===== src/rtl/hash_table_pkg.sv =====
// ----------------------------------------------------------------------------
// hash_table_pkg
// Shared types for the hash_table requester:
//   - ht_op_t        : command op codes (insert / delete / search / invalid)
//   - ht_req_state_t : requester FSM states
//   - ht_rsp_t       : captured response (op, key, value, error, timeout)
// The response struct is sized by HT_KEY_WIDTH / HT_VALUE_WIDTH. These are
// the widest key/value a requester instance can carry.
// ----------------------------------------------------------------------------
package hash_table_pkg;

    localparam int HT_KEY_WIDTH   = 32;
    localparam int HT_VALUE_WIDTH = 32;

    typedef enum logic [1:0] {
        OP_INSERT  = 2'b00,
        OP_DELETE  = 2'b01,
        OP_SEARCH  = 2'b10,
        OP_INVALID = 2'b11
    } ht_op_t;

    typedef enum logic [1:0] {
        IDLE,
        ISSUE,
        RELEASE,
        RESP
    } ht_req_state_t;

    typedef struct packed {
        ht_op_t                    op;
        logic [HT_KEY_WIDTH-1:0]   key;
        logic [HT_VALUE_WIDTH-1:0] value;
        logic                      error;
        logic                      timeout;
    } ht_rsp_t;

endpackage


===== src/rtl/hash_table_req_fifo.sv =====
// ----------------------------------------------------------------------------
// hash_table_req_fifo
// Synchronous first-word-fall-through FIFO for queued hash_table commands.
// Ports:
//   clk, rst        : clock, asynchronous active-high reset (empties the FIFO)
//   push, wdata     : write strobe and data (ignored while full)
//   pop, rdata      : read strobe (ignored while empty); rdata shows the head
//   full, empty     : occupancy flags
// DEPTH must be a power of two and at least 2.
// ----------------------------------------------------------------------------
module hash_table_req_fifo #(
    parameter int WIDTH = 66,
    parameter int DEPTH = 4
) (
    input  logic             clk,
    input  logic             rst,
    input  logic             push,
    input  logic [WIDTH-1:0] wdata,
    input  logic             pop,
    output logic [WIDTH-1:0] rdata,
    output logic             full,
    output logic             empty
);

    localparam int AW = $clog2(DEPTH);

    logic [WIDTH-1:0] mem [DEPTH];
    // Pointers carry one extra wrap bit so full and empty can be told apart.
    logic [AW:0]      wr_ptr;
    logic [AW:0]      rd_ptr;
    logic             push_ok;
    logic             pop_ok;

    assign empty   = (wr_ptr == rd_ptr);
    assign full    = (wr_ptr[AW] != rd_ptr[AW]) && (wr_ptr[AW-1:0] == rd_ptr[AW-1:0]);
    assign push_ok = push && !full;
    assign pop_ok  = pop && !empty;
    assign rdata   = mem[rd_ptr[AW-1:0]];

    // NOTE: sequential state uses non-blocking assignments so every register
    // samples the pre-edge value of every other register.
    always_ff @(posedge clk or posedge rst) begin
        if (rst) begin
            wr_ptr <= '0;
            rd_ptr <= '0;
        end else begin
            if (push_ok) wr_ptr <= wr_ptr + 1'b1;
            if (pop_ok)  rd_ptr <= rd_ptr + 1'b1;
        end
    end

    // NOTE: the storage array is deliberately not reset; the pointers alone
    // define which entries are valid, and an unreset array maps to plain RAM.
    always_ff @(posedge clk) begin
        if (push_ok) mem[wr_ptr[AW-1:0]] <= wdata;
    end

endmodule


===== src/rtl/hash_table_requester.sv =====
// ----------------------------------------------------------------------------
// hash_table_requester
// Initiator-side sequencer for the hash_table op_en/op_done protocol. Commands
// arrive on a valid/ready stream, are queued in a FIFO, driven one at a time
// into the hash table, and each result is returned on a valid/ready stream.
//
// Ports:
//   clk, rst                          : clock, async active-high reset
//   req_valid/req_ready               : command handshake (ready = FIFO not full)
//   req_op/req_key/req_value          : command (op 11 is rejected with error)
//   rsp_valid/rsp_ready               : response handshake
//   rsp_op/rsp_key                    : echo of the command
//   rsp_value                         : search result, 0 otherwise
//   rsp_error/rsp_timeout             : table error, invalid op, or watchdog
//   ht_key_in/ht_value_in/ht_op_sel   : operand/op to hash_table
//   ht_op_en                          : operation request to hash_table
//   ht_value_out/ht_op_done/ht_op_error: result from hash_table
//   busy                              : FSM active or commands queued
//
// Optional feature: define HT_REQ_TIMEOUT_EN to enable a watchdog that aborts
// an ISSUE phase after TIMEOUT_CYCLES cycles without ht_op_done.
// KEY_WIDTH / VALUE_WIDTH must not exceed HT_KEY_WIDTH / HT_VALUE_WIDTH.
// ----------------------------------------------------------------------------
module hash_table_requester
    import hash_table_pkg::*;
#(
    parameter int KEY_WIDTH      = 32,
    parameter int VALUE_WIDTH    = 32,
    parameter int CMD_FIFO_DEPTH = 4,
    parameter int TIMEOUT_CYCLES = 64
) (
    input  logic                   clk,
    input  logic                   rst,
    input  logic                   req_valid,
    output logic                   req_ready,
    input  logic [1:0]             req_op,
    input  logic [KEY_WIDTH-1:0]   req_key,
    input  logic [VALUE_WIDTH-1:0] req_value,
    output logic                   rsp_valid,
    input  logic                   rsp_ready,
    output logic [1:0]             rsp_op,
    output logic [KEY_WIDTH-1:0]   rsp_key,
    output logic [VALUE_WIDTH-1:0] rsp_value,
    output logic                   rsp_error,
    output logic                   rsp_timeout,
    output logic [KEY_WIDTH-1:0]   ht_key_in,
    output logic [VALUE_WIDTH-1:0] ht_value_in,
    output logic [1:0]             ht_op_sel,
    output logic                   ht_op_en,
    input  logic [VALUE_WIDTH-1:0] ht_value_out,
    input  logic                   ht_op_done,
    input  logic                   ht_op_error,
    output logic                   busy
);

    localparam int ENTRY_W = 2 + KEY_WIDTH + VALUE_WIDTH;

    ht_req_state_t            state, state_d;
    ht_rsp_t                  rsp_q;
    logic                     fifo_full, fifo_empty, fifo_push, fifo_pop;
    logic [ENTRY_W-1:0]       fifo_rdata;
    logic [1:0]               head_op_raw;
    ht_op_t                   head_op;
    logic [KEY_WIDTH-1:0]     head_key;
    logic [VALUE_WIDTH-1:0]   head_value;
    logic                     tmo_hit;

    hash_table_req_fifo #(
        .WIDTH (ENTRY_W),
        .DEPTH (CMD_FIFO_DEPTH)
    ) u_fifo (
        .clk   (clk),
        .rst   (rst),
        .push  (fifo_push),
        .wdata ({req_op, req_key, req_value}),
        .pop   (fifo_pop),
        .rdata (fifo_rdata),
        .full  (fifo_full),
        .empty (fifo_empty)
    );

    assign {head_op_raw, head_key, head_value} = fifo_rdata;
    assign head_op   = ht_op_t'(head_op_raw);

    assign req_ready = !fifo_full;
    assign fifo_push = req_valid && !fifo_full;
    // Every pop happens from IDLE, which enforces one command in flight.
    assign fifo_pop  = (state == IDLE) && !fifo_empty;

`ifdef HT_REQ_TIMEOUT_EN
    localparam int TMO_W = $clog2(TIMEOUT_CYCLES + 1);
    logic [TMO_W-1:0] tmo_cnt;

    // Fires on the edge that completes the TIMEOUT_CYCLES-th ISSUE cycle.
    assign tmo_hit = (state == ISSUE) && !ht_op_done &&
                     (tmo_cnt == TMO_W'(TIMEOUT_CYCLES - 1));

    always_ff @(posedge clk or posedge rst) begin
        if (rst)                  tmo_cnt <= '0;
        else if (fifo_pop)        tmo_cnt <= '0;
        else if (state == ISSUE)  tmo_cnt <= tmo_cnt + 1'b1;
    end
`else
    assign tmo_hit = 1'b0;
`endif

    always_ff @(posedge clk or posedge rst) begin
        if (rst) state <= IDLE;
        else     state <= state_d;
    end

    // NOTE: the default is assigned before the case so no path leaves
    // state_d unassigned, which would otherwise infer a latch.
    always_comb begin
        state_d = state;
        case (state)
            IDLE:    if (!fifo_empty) state_d = (head_op == OP_INVALID) ? RESP : ISSUE;
            ISSUE:   if (ht_op_done || tmo_hit) state_d = RELEASE;
            RELEASE: state_d = RESP;
            RESP:    if (rsp_ready) state_d = IDLE;
            default: state_d = IDLE;
        endcase
    end

    // Hash-table drive and response capture. ht_* operands stay put for the
    // whole ISSUE phase because they are only loaded on a pop.
    always_ff @(posedge clk or posedge rst) begin
        if (rst) begin
            ht_op_en    <= 1'b0;
            ht_key_in   <= '0;
            ht_value_in <= '0;
            ht_op_sel   <= 2'b00;
            rsp_q       <= '0;
        end else begin
            case (state)
                IDLE: begin
                    if (!fifo_empty) begin
                        rsp_q.op      <= head_op;
                        rsp_q.key     <= HT_KEY_WIDTH'(head_key);
                        rsp_q.value   <= '0;
                        rsp_q.error   <= (head_op == OP_INVALID);
                        rsp_q.timeout <= 1'b0;
                        if (head_op != OP_INVALID) begin
                            ht_op_en    <= 1'b1;
                            ht_key_in   <= head_key;
                            ht_value_in <= head_value;
                            ht_op_sel   <= head_op;
                        end
                    end
                end
                ISSUE: begin
                    if (ht_op_done) begin
                        ht_op_en    <= 1'b0;
                        rsp_q.error <= ht_op_error;
                        if (rsp_q.op == OP_SEARCH && !ht_op_error)
                            rsp_q.value <= HT_VALUE_WIDTH'(ht_value_out);
                    end else if (tmo_hit) begin
                        ht_op_en      <= 1'b0;
                        rsp_q.error   <= 1'b1;
                        rsp_q.timeout <= 1'b1;
                    end
                end
                default: ;
            endcase
        end
    end

    assign rsp_valid   = (state == RESP);
    assign rsp_op      = rsp_q.op;
    assign rsp_key     = KEY_WIDTH'(rsp_q.key);
    assign rsp_value   = VALUE_WIDTH'(rsp_q.value);
    assign rsp_error   = rsp_q.error;
    // Without the watchdog the timeout bit is only ever loaded with 0.
    assign rsp_timeout = rsp_q.timeout;
    assign busy        = (state != IDLE) || !fifo_empty;

endmodule


===== config.mk =====
export PLATFORM = sky130hd
export DESIGN_NAME = hash_table_requester
export DESIGN_NICKNAME = d
export VERILOG_FILES = /design/src/rtl/hash_table_pkg.sv /design/src/rtl/hash_table_req_fifo.sv /design/src/rtl/hash_table_requester.sv
export SDC_FILE = /design/constraint.sdc
export NUM_CORES = 1
export LEC_CHECK = 0
export CAP_MARGIN = 20
export CELL_PAD_IN_SITES_DETAIL_PLACEMENT = 1
export CELL_PAD_IN_SITES_GLOBAL_PLACEMENT = 1
export CORE_ASPECT_RATIO = 0.8
export CORE_UTILIZATION = 46
export CTS_CLUSTER_DIAMETER = 50
export CTS_CLUSTER_SIZE = 24
export DETAILED_ROUTE_END_ITERATION = 16
export PLACE_DENSITY = 0.76
export RECOVER_POWER = 25
export SETUP_SLACK_MARGIN = 0.1
export SLEW_MARGIN = 15
export SYNTH_ARGS = -nofsm -noshare
export SYNTH_HDL_FRONTEND = slang
export SYNTH_SLANG_ARGS = --single-unit

===== constraint.sdc =====
create_clock -name clk -period 4.95 [get_ports clk]
set_input_delay 0.495 -clock clk [delete_from_list [all_inputs] [get_ports clk]]
set_output_delay 0.495 -clock clk [all_outputs]
set_load 0.02 [all_outputs]

# Word level (Yosys, flattened, before mapping)
# Memory sizes are Yosys's and may differ from the RTL's.
# Cells that the tools add are included.
[totals] register_bits=143 ram_bits=264 inputBits=104 output_inout_bits=138 elab_cells=67 n_memories=1
[memory_table] memory="u_fifo.mem" depth=4 word_bits=66 read_ports=1 rd_clocked_by_memory_dff=0 write_ports=1 line_no="hash_table_req_fifo.sv:27" rtl="logic [WIDTH-1:0] mem [DEPTH];"
[classes] addsub=2 n_eq_ne=14 n_mux=16 bitwise_logic=2 n_reduce_logical=20
[ops] cell="$pmux 34 s2" count=1
[ops] cell="$mux 32" count=2
[ops] cell="$mux 34" count=1
[ops] cell="$reduce_and 3->1" count=4
[ops] cell="$eq 2x2->1 const B" count=4
[ops] cell="$mux 2" count=4
[ops] cell="$ne 2x2->1 const B" count=4
[ops] cell="$pmux 2 s4" count=1
[ops] cell="$reduce_and 4->1" count=2
[ops] cell="$add 3x1->3 const B" count=2
[ops] cell="$logic_and 1x1->1" count=6
[ops] cell="$mux 1" count=6
[ops] cell="$ne 2x1->1 const B" count=2
[ops] cell="$reduce_bool 2->1" count=2
[ops] cell="$eq 3x3->1" count=1
[ops] cell="$logic_not 1->1" count=3
[ops] cell="$eq 2x1->1 const B" count=1
[ops] cell="$eq 2x2->1" count=1
[ops] cell="$logic_not 2->1" count=1
[ops] cell="$not 1->1" count=2
[ops] cell="$pmux 1 s2" count=1
[ops] cell="$reduce_and 2->1" count=1
[ops] cell="$logic_or 1x1->1" count=1
[ops] cell="$ne 1x1->1" count=1

# Depth between registers and ports, before layout
# Gate-level depths: netlist of run 1.
[logic_depth] depth_word=7 mapped_depth=8 depth_no_buf=6

# Modules after synthesis
# A second synthesis of run 1 with hierarchy kept.
[unflattened] cells_unflattened=913 hier_area_um2=16385.7
[by_module_without_submodules] mod="hash_table_req_fifo" n_inst=1 cells_each=395 area_each_um2=10022.1 seq_area_each_um2=8077.7
[by_module_without_submodules] mod="hash_table_requester" n_inst=1 cells_each=518 area_each_um2=6363.6 seq_area_each_um2=3403.3

# Worst setup path before layout of run 1
# OpenSTA, ideal clock, no wires.
[synth_timing] path_kind="register -> register" start="register u_fifo.rd_ptr[0]" end="memory u_fifo.mem[3][0] (enable)" setup_ps=433 t_arrival_ps=2844 t_required_ps=4517 path_slack_ps=1673 path_stages_with_launch=6 n_path_buf=2 period_less_slack_ps=3277 cell_sequence="dfrtp_1 buf_6 buf_2 xnor2_1 a31oi_1 and2_1"
[synth_between] elab_chain_cells=7
[synth_rtl] item="start: declaration" line_no="hash_table_req_fifo.sv:30" rtl="logic [AW:0] rd_ptr;"
[synth_rtl] item="start signal: assignment" line_no="hash_table_req_fifo.sv:48" rtl="if (pop_ok) rd_ptr <= rd_ptr + 1'b1;"
[synth_rtl] item="$eq 2x2->1 (*)" line_no="hash_table_req_fifo.sv:35" rtl="assign full = (wr_ptr[AW] != rd_ptr[AW]) && (wr_ptr[AW-1:0] == rd_ptr[AW-1:0]);"
[synth_rtl] item="$logic_and 1x1->1 (*)" line_no="hash_table_req_fifo.sv:35"
[synth_rtl] item="$logic_not 1->1 (*)" line_no="hash_table_req_fifo.sv:36, hash_table_requester.sv:86"
[synth_rtl] item="$logic_and 1x1->1" line_no="hash_table_requester.sv:86" rtl="assign fifo_push = req_valid && !fifo_full;"
[synth_rtl] item="$logic_and 1x1->1 (*)" line_no="hash_table_req_fifo.sv:36" rtl="assign push_ok = push && !full;"
[synth_rtl] item="$mux 1 (*)" line_no="hash_table_req_fifo.sv:55" rtl="if (push_ok) mem[wr_ptr[AW-1:0]] <= wdata;"
[synth_rtl] item="$mux 1 (implied by the code) (*)" line_no="hash_table_req_fifo.sv:55"
[synth_rtl] item="end: declaration" line_no="hash_table_req_fifo.sv:27"
# Mark *: on every way between the ends. The rest lies on a longest branch, timed or not.

# Worst setup path after layout of run 1
[layout_timing] start="register state[0]" end="output port busy"
[layout_between] elab_chain_cells=2
[layout_rtl] item="start: declaration" line_no="hash_table_requester.sv:58" rtl="ht_req_state_t state, state_d;"
[layout_rtl] item="start signal: assignment" line_no="hash_table_requester.sv:109" rtl="else state <= state_d;"
[layout_rtl] item="$reduce_bool 2->1" line_no="hash_table_requester.sv:175" rtl="assign busy = (state != IDLE) || !fifo_empty;"
[layout_rtl] item="$logic_or 1x1->1" line_no="hash_table_requester.sv:175"
[layout_rtl] item="end: declaration" line_no="hash_table_requester.sv:53" rtl="output logic busy"
# No other way between the ends.

==> impl_metrics.xml, run 1 <==
<?xml version="1.0" encoding="UTF-8"?>
<metrics>
  <group name="finish">
    <metric name="fill_cells" unit="">2860</metric>
    <metric name="layout.cells.most_common_list" unit="">edfxtp_1, clkdlybuf4s50_1, dfrtp_1, mux4_2</metric>
    <metric name="non_filler_cells_in_the_finished_layout" unit="">1476</metric>
    <metric name="area_delta_synth_final" unit="%">26.2</metric>
    <metric name="finalNetCount" unit="">1132</metric>
    <metric name="final_layout_size_suffix_gt1_frac" unit="">0.237</metric>
    <metric name="leading_cell_type_in_the_layout_fill_and_taps_excluded" unit="">edfxtp_1</metric>
  </group>
  <group name="synthesis">
    <metric name="ys_dominant_reg_cell" unit="">edfxtp_1</metric>
    <metric name="postSynth.asyncResetShare" unit="">0.350</metric>
    <metric name="synth_xor_xnor_area_share" unit="">0.00509</metric>
    <metric name="seq_area_frac_synth" unit="">0.741</metric>
    <metric name="number_of_flops_mapped_to_enable_cells_by_yosys" unit="">264</metric>
    <metric name="syn_area_per_cell" unit="um2">20.1</metric>
    <metric name="synth_compound_gate_area_share" unit="">0.0143</metric>
    <metric name="synth.distinct_cells" unit="">33</metric>
    <metric name="simple_gate_fraction_of_synth_area" unit="">0.0214</metric>
    <metric name="synth.cell_area" unit="um2">15500</metric>
    <metric name="synth_seq_cells" unit="">406</metric>
    <metric name="post_synth_inst_count" unit="">773</metric>
    <metric name="yosysWarningCount" unit="">0</metric>
    <metric name="synth_fa_ha_area_frac" unit="">0.00807</metric>
    <metric name="synth_top_family_by_area" unit="">multiplexers</metric>
    <metric name="synthMuxAreaShare" unit="">0.185</metric>
    <metric name="syn-num-nets" unit="">887</metric>
  </group>
  <group name="global_routing">
    <metric name="grt_usage" unit="">0.208</metric>
    <metric name="first_global_vias" unit="">8738</metric>
    <metric name="grt_max_degree" unit="">68</metric>
    <metric name="total_overflow_reported_by_the_global_router" unit="">0</metric>
    <metric name="antenna_found_initial" unit="">3</metric>
    <metric name="grt_pass1_wl" unit="um">54300</metric>
  </group>
  <group name="critical_path">
    <metric name="ws_path_type" unit="">register to output port</metric>
    <metric name="crit_fanout" unit="">4</metric>
    <metric name="critical_path.max_stage_delay" unit="ns">0.63</metric>
    <metric name="cpLargestDelayFamily" unit="">buffers and inverters</metric>
    <metric name="arrival" unit="ns">2.61</metric>
    <metric name="critPathCaptureType" unit="">output port</metric>
    <metric name="timing.critical_path.cells" unit="">inv_1 &gt; ha_1 &gt; inv_1 &gt; or4_1 &gt; clkdlybuf4s50_1</metric>
    <metric name="cpMostUsedCell" unit="">inv_1</metric>
    <metric name="worst_ep_required_time" unit="ns">4.45</metric>
    <metric name="worstPathBufferInverterCount" unit="">3</metric>
    <metric name="cpMaxStageDelayCell" unit="">or4_1</metric>
    <metric name="setup.worst_path.start_class" unit="">register</metric>
  </group>
  <group name="route">
    <metric name="detail_route.iter0.violations" unit="">559</metric>
    <metric name="antenna_violating_nets_post_route" unit="">0</metric>
    <metric name="average_wire_length_per_cell_after_detail_routing" unit="um">23.6</metric>
    <metric name="detail_route.wirelength" unit="um">34800</metric>
    <metric name="vias_per_cell" unit="">5.39</metric>
    <metric name="drt_pass1_iterations" unit="">4</metric>
    <metric name="drc" unit="">0</metric>
    <metric name="via_count" unit="">7958</metric>
  </group>
  <group name="clocking">
    <metric name="cts.sinks" unit="">406</metric>
    <metric name="cts.clk_slew.worst_paths" unit="ns">0.06</metric>
    <metric name="h-tree-depth" unit="">2</metric>
    <metric name="clk_root_buffer_cell" unit="">clkbuf_16</metric>
    <metric name="cts_resized" unit="">0</metric>
    <metric name="cts_tree" unit="">done</metric>
    <metric name="cts_buffers" unit="">35</metric>
    <metric name="cts_setup_buffers" unit="">0</metric>
    <metric name="clock_tree.buffer_depth" unit="">3</metric>
    <metric name="insertion_delay" unit="ns">0.53</metric>
    <metric name="cts_hold_buffers" unit="">0</metric>
  </group>
  <group name="floorplanning">
    <metric name="core_area" unit="um2">32900</metric>
    <metric name="fp.dieW" unit="um">207</metric>
    <metric name="die_y" unit="um">166</metric>
    <metric name="fp.dieArea" unit="um2">34400</metric>
    <metric name="floorplan.io_pins" unit="">242</metric>
    <metric name="placementRows" unit="">59</metric>
    <metric name="floorplan.initialDensity" unit="">0.472</metric>
  </group>
  <group name="pwr">
    <metric name="comb_power_share" unit="">0.401</metric>
    <metric name="clock_power_share" unit="">0.210</metric>
    <metric name="static_leakage" unit="nW">7.26</metric>
    <metric name="sequentialPowerShare" unit="">0.388</metric>
    <metric name="switching_share" unit="">0.333</metric>
    <metric name="ir_drop" unit="mV">0.525</metric>
    <metric name="power.switching" unit="W">0.00461</metric>
    <metric name="power_report.internal_total" unit="W">0.00923</metric>
    <metric name="power.density" unit="nW/um2">708</metric>
  </group>
  <group name="timing">
    <metric name="timing.slew.headroom" unit="">0.271</metric>
    <metric name="report.final.slew_viol_count" unit="">0</metric>
    <metric name="report.final.setup_viol" unit="">0</metric>
    <metric name="final_cycle_utilization_of_the_critical_path" unit="">0.628</metric>
    <metric name="clock_skew" unit="ns">0.0275</metric>
    <metric name="post-route-min-period" unit="ns">3.11</metric>
    <metric name="final.setup.tns" unit="ns">0</metric>
    <metric name="grt_setup_unrepaired" unit="">no</metric>
    <metric name="final-hold-violation-count" unit="">0</metric>
    <metric name="max_freq" unit="MHz">322</metric>
    <metric name="worst_slew_pin_slew" unit="ns">1.09</metric>
  </group>
  <group name="placement">
    <metric name="finalWeightedCongestion" unit="">0.750</metric>
    <metric name="numPlacedInstances" unit="">1408</metric>
    <metric name="number_of_buffers_added_on_ports" unit="">240</metric>
    <metric name="place.detailed.hpwl" unit="um">21700</metric>
  </group>
  <group name="flow_run">
    <metric name="cap_violations" unit="">0</metric>
  </group>
  <group name="outcome">
    <metric name="run_status" unit="">finished clean</metric>
  </group>
  <group name="hold_path">
    <metric name="hp-class" unit="">primary input to asynchronous set/reset pin</metric>
  </group>
</metrics>
per-stage QoR:
| step | instance area (um2) | hold slack, ns | worst slack [ns] | total power, W | utilization |
|---|---|---|---|---|---|
| 2_1_floorplan | 15500 | 0.460 | 0.645 | 0.00896 | - |
| 3_3_place_gp | 18300 | 0.476 | 2.04 | 0.0109 | 0.557 |
| 3_5_place_dp | 18300 | 0.485 | 1.96 | 0.0111 | 0.557 |
| 4_1_cts | 19500 | 0.429 | 1.80 | 0.0141 | 0.595 |
| 5_1_grt | 19500 | 0.459 | 1.74 | 0.0145 | 0.595 |
| 6_report | 19600 | 0.424 | 1.84 | 0.0138 | 0.595 |
power groups by stage:
stage | Combinational (W) | Sequential [W] | Clock, W
after floorplan | 0.00310 | 0.00586 | 0
after global placement | 0.00552 | 0.00539 | 0
after detailed placement | 0.00564 | 0.00544 | 0
after CTS | 0.00568 | 0.00539 | 0.00299
after global routing | 0.00593 | 0.00549 | 0.00310
final | 0.00555 | 0.00538 | 0.00291
state kept, by name, summed over array words and instances (netlist names):
signal,count
ht_key_in,32
ht_op_en,1
ht_op_sel,2
ht_value_in,32
rsp_error,1
rsp_key,32
rsp_op,2
rsp_value,32
state,2
u_fifo.mem,264
u_fifo.rd_ptr,3
u_fifo.wr_ptr,3
area by class of cell:
class                           count  area (um2)  area share
Clock inverter                     24         297      0.0152
Clock buffer                       39         933      0.0477
Multi-Input combinational cell    284        3650       0.187
Antenna cell                        5        12.5    0.000640
Timing Repair Buffer              250        2480       0.127
Sequential cell                   406       11500       0.587
Tap cell                          427         534      0.0273
Inverter                           41         159     0.00813
layer usage:
layer,up-vias,wire (um),global-route usage
li1,3479,-,-
met1,4216,15300,0.295
met2,223,17300,0.337
met3,38,1690,0.0388
met4,2,553,0.0500
met5,-,12,0
kinds of logic after synthesis:
logic type / count (synthesis)
AOI/OAI and AO/OA: 40
xor gates and xnor gates: 9
adders and majority gates: 10
buffers and inverters: 83
DFF: 406
muxes: 169
other: 1
and+or+nand+nor: 55
path summary, 6_finish.rpt:
kind,slack [ns],to,cells after the start,start
max,1.84,busy,5,state[0]$_DFFE_PP0P_
min,0.42,rsp_key[20]$_DFFE_PP0P_,2,rst
max reg2reg,1.99,ht_value_in[6]$_DFFE_PP0P_,5,u_fifo.rd_ptr[0]$_DFFE_PP0P_
min reg2reg,0.51,rsp_key[14]$_DFFE_PP0P_,1,rsp_key[14]$_DFFE_PP0P_
max in group asynchronous,3.39,u_fifo.rd_ptr[1]$_DFFE_PP0P_,3,rst
min in group clk,0.51,rsp_key[14]$_DFFE_PP0P_,1,rsp_key[14]$_DFFE_PP0P_
cell usage after synthesis, types with 4 or more instances:
library cell	instances	area, um2
edfxtp_1	264	7930
dfrtp_1	142	3550
mux4_2	66	1490
mux2_4	60	901
inv_1	41	154
mux2_2	40	450
o21ai_0	33	165
nand4_1	32	200
buf_2	13	65.1
clkbuf_1	13	48.8
ha_1	10	125
buf_6	8	90.1
buf_1	7	26.3
xor2_1	5	43.8
and2_1	4	25.0
nand2_1	4	15.0
nor2_1	4	15.0
xnor2_1	4	35.0
No activity file was read; power rests on OpenSTA's default activity.
==> run 2, diff against run 1 <==
==> constraint.sdc (replaced) <==
create_clock -name clk -period 3.1 [get_ports clk]
set_input_delay 0.31 -clock clk [delete_from_list [all_inputs] [get_ports clk]]
set_output_delay 0.31 -clock clk [all_outputs]
set_load 0.02 [all_outputs]
==> impl_metrics.xml, run 2 (synthesis results as in run 1) <==
<?xml version="1.0" encoding="UTF-8"?>
<metrics>
  <group name="route">
    <metric name="vias_per_cell" unit="">5.36</metric>
    <metric name="via_count" unit="">7988</metric>
    <metric name="average_wire_length_per_cell_after_detail_routing" unit="um">23.7</metric>
    <metric name="detail_route.iter0.violations" unit="">424</metric>
    <metric name="drt_pass1_iterations" unit="">4</metric>
    <metric name="drc" unit="">0</metric>
    <metric name="antenna_violating_nets_post_route" unit="">0</metric>
    <metric name="detail_route.wirelength" unit="um">35300</metric>
  </group>
  <group name="clocking">
    <metric name="h-tree-depth" unit="">2</metric>
    <metric name="insertion_delay" unit="ns">0.54</metric>
    <metric name="clk_root_buffer_cell" unit="">clkbuf_16</metric>
    <metric name="cts_setup_buffers" unit="">0</metric>
    <metric name="cts.sinks" unit="">406</metric>
    <metric name="cts_tree" unit="">done</metric>
    <metric name="clock_tree.buffer_depth" unit="">3</metric>
    <metric name="cts_buffers" unit="">35</metric>
    <metric name="cts.clk_slew.worst_paths" unit="ns">0.06</metric>
  </group>
  <group name="pwr">
    <metric name="static_leakage" unit="nW">7.32</metric>
    <metric name="power.density" unit="nW/um2">1120</metric>
    <metric name="ir_drop" unit="mV">0.717</metric>
  </group>
  <group name="finish">
    <metric name="finalNetCount" unit="">1144</metric>
    <metric name="layout.cells.most_common_list" unit="">edfxtp_1, clkdlybuf4s50_1, dfrtp_1, mux4_2</metric>
    <metric name="final_layout_size_suffix_gt1_frac" unit="">0.244</metric>
    <metric name="area_delta_synth_final" unit="%">26.9</metric>
    <metric name="leading_cell_type_in_the_layout_fill_and_taps_excluded" unit="">edfxtp_1</metric>
    <metric name="fill_cells" unit="">2854</metric>
    <metric name="non_filler_cells_in_the_finished_layout" unit="">1489</metric>
    <metric name="fin_util" unit="">0.599</metric>
    <metric name="number_of_flip_flops_in_the_largest_register" unit="">264</metric>
  </group>
  <group name="critical_path">
    <metric name="ws_path_type" unit="">register to output port</metric>
    <metric name="cpMaxStageDelayCell" unit="">or4_1</metric>
    <metric name="cpMostUsedCell" unit="">inv_1</metric>
    <metric name="critical_path.max_stage_delay" unit="ns">0.65</metric>
    <metric name="arrival" unit="ns">2.44</metric>
    <metric name="rr_worst_depth" unit="">5</metric>
    <metric name="critPathCaptureType" unit="">output port</metric>
    <metric name="worst_ep_required_time" unit="ns">2.79</metric>
    <metric name="timing.critical_path.cells" unit="">inv_1 &gt; ha_1 &gt; inv_1 &gt; or4_1 &gt; dlygate4sd2_1</metric>
    <metric name="crit_fanout" unit="">5</metric>
    <metric name="setup.worst_path.start_class" unit="">register</metric>
  </group>
  <group name="placement">
    <metric name="numPlacedInstances" unit="">1420</metric>
    <metric name="place.detailed.hpwl" unit="um">22400</metric>
    <metric name="finalWeightedCongestion" unit="">0.751</metric>
    <metric name="number_of_buffers_added_on_ports" unit="">240</metric>
    <metric name="post-place-ws" unit="ns">0.542</metric>
  </group>
  <group name="timing">
    <metric name="grt_setup_unrepaired" unit="">no</metric>
    <metric name="final.setup.tns" unit="ns">0</metric>
    <metric name="clock_skew" unit="ns">0.0238</metric>
    <metric name="timing.final.ws_setup" unit="ns">0.352</metric>
    <metric name="report.final.slew_viol_count" unit="">0</metric>
    <metric name="report.final.setup_viol" unit="">0</metric>
    <metric name="final-hold-violation-count" unit="">0</metric>
    <metric name="max_freq" unit="MHz">364</metric>
    <metric name="post-route-min-period" unit="ns">2.75</metric>
    <metric name="timing.slew.headroom" unit="">0.0848</metric>
    <metric name="final_cycle_utilization_of_the_critical_path" unit="">0.886</metric>
    <metric name="worst_slew_pin_slew" unit="ns">1.37</metric>
  </group>
  <group name="hold_path">
    <metric name="hp-class" unit="">primary input to register</metric>
    <metric name="holdPathStages" unit="">3</metric>
  </group>
  <group name="floorplanning">
    <metric name="fp.dieArea" unit="um2">34400</metric>
    <metric name="core_area" unit="um2">32900</metric>
    <metric name="die_y" unit="um">166</metric>
    <metric name="fp.dieW" unit="um">207</metric>
    <metric name="placementRows" unit="">59</metric>
    <metric name="floorplan.io_pins" unit="">242</metric>
    <metric name="floorplan.initialDensity" unit="">0.472</metric>
  </group>
  <group name="global_routing">
    <metric name="first_global_vias" unit="">8908</metric>
    <metric name="grt_usage" unit="">0.212</metric>
    <metric name="antenna_found_initial" unit="">8</metric>
    <metric name="grt_pass1_wl" unit="um">54900</metric>
    <metric name="grt_max_degree" unit="">67</metric>
    <metric name="total_overflow_reported_by_the_global_router" unit="">0</metric>
  </group>
  <group name="flow_run">
    <metric name="cap_violations" unit="">0</metric>
  </group>
  <group name="outcome">
    <metric name="run_status" unit="">finished clean</metric>
  </group>
</metrics>
[run 2: changes by cell type in the layout (fill, tap and decap cells not counted), moves of 2 or more]
cell       change
clkinv_2       -3
buf_12         +8
clkbuf_16      -2
bufinv_16      -2
inv_8          +3
diode_2        +2
buf_4          +3
[run 2: per-layer routing]
| metal | global-route usage | vias to the layer above | part of all wire | wire (um) |
|---|---|---|---|---|
| met2 | 0.346 | 214 | 0.48 | 17100 |
| met3 | 0.0520 | 57 | 0.059 | 2080 |
| met5 | 0 | - | 0.00071 | 25 |
| met4 | 0.0568 | 4 | 0.021 | 726 |
| met1 | 0.286 | 4193 | 0.44 | 15400 |
| li1 | - | 3520 | - | - |
[run 2: power by group]
group / switching (W) / total [W] / internal [W]
sequential: 0.000871 / 0.00849 / 0.00762
clock: 0.00212 / 0.00447 / 0.00235
combinational: 0.00449 / 0.00910 / 0.00461
[run 2: what timing repair did]
item,CTS,global route
endpoints found under the setup margin,1,0
endpoints found under the hold margin,0,0
hold buffers,0,0
gates resized for setup,1,0
[run 2: through the flow]
step / power, W / area [um2] / hold slack (ns)
global placement: 0.0175 / 18500 / 0.475
finish: 0.0221 / 19700 / 0.376
floorplan: 0.0143 / 15500 / 0.409
CTS: 0.0224 / 19700 / 0.241
detailed placement: 0.0178 / 18500 / 0.484
global route: 0.0231 / 19700 / 0.395
[run 2: path summary, 6_finish.rpt]
kind | end | slack (ns) | startpoint
max | busy | 0.35 | state[0]$_DFFE_PP0P_
min | rsp_value[26]$_DFFE_PP0P_ | 0.38 | ht_value_out[26]
max reg2reg | ht_key_in[19]$_DFFE_PP0P_ | 0.58 | u_fifo.rd_ptr[0]$_DFFE_PP0P_
min reg2reg | u_fifo.rd_ptr[2]$_DFFE_PP0P_ | 0.49 | u_fifo.rd_ptr[2]$_DFFE_PP0P_
max in group asynchronous | ht_key_in[27]$_DFFE_PP0P_ | 1.44 | rst
min in group asynchronous | ht_key_in[19]$_DFFE_PP0P_ | 0.39 | rst
[run 2: cell type report]
class                      instances  area, um2  area share
sequential                       406      11500       0.584
clock inverter                    25        278      0.0141
multi-input combinational        284       3650       0.186
clock buffer                      37        883      0.0449
antenna                            7       17.5    0.000890
inverter                          41        155     0.00789
timing repair buffer             262       2660       0.135
tap                              427        534      0.0272
[run 2: critical path, delay by kind of cell, from the launching register on]
family,cells,cell delay (ns)
and+or+nand+nor,1,0.65
buffers and inverters,3,0.60
DFF,1,0.40
adders and majority gates,1,0.25
==> run 3, diff against run 2 <==
--- a/config.mk
+++ b/config.mk
@@ -13,7 +13,7 @@
 export CTS_CLUSTER_DIAMETER = 50
 export CTS_CLUSTER_SIZE = 24
 export DETAILED_ROUTE_END_ITERATION = 16
-export PLACE_DENSITY = 0.76
+export PLACE_DENSITY = 0.91
 export RECOVER_POWER = 25
 export SETUP_SLACK_MARGIN = 0.1
 export SLEW_MARGIN = 15
==> impl_metrics.xml, run 3 (synthesis results as in run 1) <==
<?xml version="1.0" encoding="UTF-8"?>
<metrics>
  <group name="outcome">
    <metric name="run_status" unit="">finished clean</metric>
  </group>
  <group name="critical_path">
    <metric name="critPathCaptureType" unit="">output port</metric>
    <metric name="arrival" unit="ns">2.29</metric>
    <metric name="worst_ep_required_time" unit="ns">2.79</metric>
    <metric name="crit_fanout" unit="">4</metric>
    <metric name="ws_path_type" unit="">register to output port</metric>
    <metric name="setup.worst_path.start_class" unit="">register</metric>
  </group>
  <group name="finish">
    <metric name="layout.cell_area.non_filler" unit="um2">19600</metric>
    <metric name="final_layout_size_suffix_gt1_frac" unit="">0.239</metric>
    <metric name="layout.cells.most_common_list" unit="">edfxtp_1, clkdlybuf4s50_1, dfrtp_1, mux4_2, dlygate4sd3_1</metric>
    <metric name="leading_cell_type_in_the_layout_fill_and_taps_excluded" unit="">edfxtp_1</metric>
    <metric name="area_delta_synth_final" unit="%">26.1</metric>
    <metric name="finalNetCount" unit="">1136</metric>
    <metric name="fin_util" unit="">0.595</metric>
    <metric name="fill_cells" unit="">2848</metric>
    <metric name="number_of_flip_flops_in_the_largest_register" unit="">264</metric>
  </group>
  <group name="timing">
    <metric name="final_cycle_utilization_of_the_critical_path" unit="">0.839</metric>
    <metric name="worst_slew_pin_slew" unit="ns">0.808</metric>
    <metric name="report.final.setup_viol" unit="">0</metric>
    <metric name="timing.slew.headroom" unit="">0.461</metric>
    <metric name="final-hold-violation-count" unit="">0</metric>
    <metric name="grt_setup_unrepaired" unit="">no</metric>
    <metric name="clock_skew" unit="ns">0.0150</metric>
    <metric name="timing.final.ws_setup" unit="ns">0.499</metric>
    <metric name="max_freq" unit="MHz">385</metric>
    <metric name="report.final.slew_viol_count" unit="">0</metric>
    <metric name="post-route-min-period" unit="ns">2.60</metric>
    <metric name="final.setup.tns" unit="ns">0</metric>
  </group>
  <group name="floorplanning">
    <metric name="fp.dieW" unit="um">207</metric>
    <metric name="die_y" unit="um">166</metric>
    <metric name="fp.dieArea" unit="um2">34400</metric>
    <metric name="placementRows" unit="">59</metric>
    <metric name="floorplan.io_pins" unit="">242</metric>
    <metric name="floorplan.initialDensity" unit="">0.472</metric>
    <metric name="core_area" unit="um2">32900</metric>
  </group>
  <group name="route">
    <metric name="drt_pass1_iterations" unit="">4</metric>
    <metric name="vias_per_cell" unit="">5.36</metric>
    <metric name="detail_route.iter0.violations" unit="">503</metric>
    <metric name="drc" unit="">0</metric>
    <metric name="average_wire_length_per_cell_after_detail_routing" unit="um">24.2</metric>
    <metric name="detail_route.wirelength" unit="um">35900</metric>
    <metric name="via_count" unit="">7961</metric>
    <metric name="antenna_violating_nets_post_route" unit="">0</metric>
  </group>
  <group name="global_routing">
    <metric name="grt_pass1_wl" unit="um">55800</metric>
    <metric name="grt_max_degree" unit="">68</metric>
    <metric name="total_overflow_reported_by_the_global_router" unit="">0</metric>
    <metric name="first_global_vias" unit="">8998</metric>
    <metric name="grt_usage" unit="">0.213</metric>
    <metric name="antenna_found_initial" unit="">14</metric>
  </group>
  <group name="clocking">
    <metric name="h-tree-depth" unit="">1</metric>
    <metric name="cts_tree" unit="">done</metric>
    <metric name="cts.sinks" unit="">406</metric>
    <metric name="insertion_delay" unit="ns">0.58</metric>
    <metric name="cts_setup_buffers" unit="">0</metric>
    <metric name="cts_buffers" unit="">31</metric>
    <metric name="clk_root_buffer_cell" unit="">clkbuf_16</metric>
    <metric name="clock_tree.buffer_depth" unit="">3</metric>
    <metric name="cts.clk_slew.worst_paths" unit="ns">0.07</metric>
  </group>
  <group name="pwr">
    <metric name="ir_drop" unit="mV">0.641</metric>
    <metric name="static_leakage" unit="nW">7.24</metric>
    <metric name="power.density" unit="nW/um2">1110</metric>
    <metric name="finalPower" unit="W">0.0218</metric>
  </group>
  <group name="hold_path">
    <metric name="hp-class" unit="">primary input to register</metric>
  </group>
  <group name="placement">
    <metric name="number_of_buffers_added_on_ports" unit="">240</metric>
    <metric name="place.detailed.hpwl" unit="um">22600</metric>
    <metric name="finalWeightedCongestion" unit="">0.757</metric>
    <metric name="post-place-ws" unit="ns">0.683</metric>
    <metric name="placed_area" unit="um2">18500</metric>
  </group>
  <group name="flow_run">
    <metric name="cap_violations" unit="">0</metric>
  </group>
</metrics>
run 3: changes by cell type in the layout (fill, tap and decap cells not counted), moves of 2 or more:
| cell | change |
|---|---|
| buf_4 | -4 |
| clkbuf_16 | -4 |
| diode_2 | +4 |
| dlygate4sd3_1 | +3 |
| bufinv_16 | -2 |
| clkdlybuf4s50_1 | -2 |
| clkinv_1 | -2 |
| clkinvlp_4 | +2 |
| inv_6 | +2 |
run 3: where the power goes:
part           internal, W  switching, W  leakage [nW]  total [W]
logic              0.00459       0.00464          2.61    0.00923
registers          0.00762      0.000829          4.12    0.00845
clock network      0.00196       0.00211         0.503    0.00407
run 3: area by class of cell:
cell class / count / area [um2] / area share
sequential: 406 / 11500 / 0.588
multi-input combinational: 284 / 3650 / 0.187
timing repair buffer: 258 / 2640 / 0.135
clock buffer: 32 / 779 / 0.0399
tap: 427 / 534 / 0.0273
clock inverter: 25 / 265 / 0.0136
inverter: 41 / 158 / 0.00806
antenna: 11 / 27.5 / 0.00141
run 3: repair_timing:
action / 4_1_cts / 5_1_grt
hold buffers: 1 / 0
endpoints found under the setup margin: 0 / 1
endpoints found under the hold margin: 2 / 0
gates resized for setup: 0 / 1
run 3: final timing paths:
kind	startpoint	end	slack, ns	cells after the start
worst max register to register	state[0]$_DFFE_PP0P_	rsp_value[7]$_DFFE_PP0P_	0.71	7
min in group asynchronous	rst	ht_key_in[0]$_DFFE_PP0P_	0.58	3
max in group asynchronous	rst	ht_value_in[28]$_DFFE_PP0P_	1.91	4
worst max-delay path	state[0]$_DFFE_PP0P_	busy	0.50	5
worst min-delay path	ht_value_out[16]	rsp_value[16]$_DFFE_PP0P_	0.34	3
worst min register to register	ht_op_sel[0]$_DFFE_PP0P_	ht_op_sel[0]$_DFFE_PP0P_	0.49	1
run 3: worst max-delay path, cell delays in order (launching register included):
cell	delay, ns
dfrtp_1	0.41
inv_1	0.14
ha_1	0.24
inv_1	0.08
or4_1	0.60
dlymetal6s2s_1	0.25
run 3: per-stage QoR:
stage / hold slack, ns / cells
after floorplan: 0.409 / 773
after global placement: 0.470 / 1415
after detailed placement: 0.478 / 1415
after CTS: 0.302 / 1473
after global routing: 0.345 / 1481
final: 0.335 / 1484
run 3: per-layer routing:
metal	GRT usage	share of wire
met1	0.256	0.40
met2	0.383	0.52
met3	0.0575	0.062
met4	0.0461	0.017
met5	0	0.00036
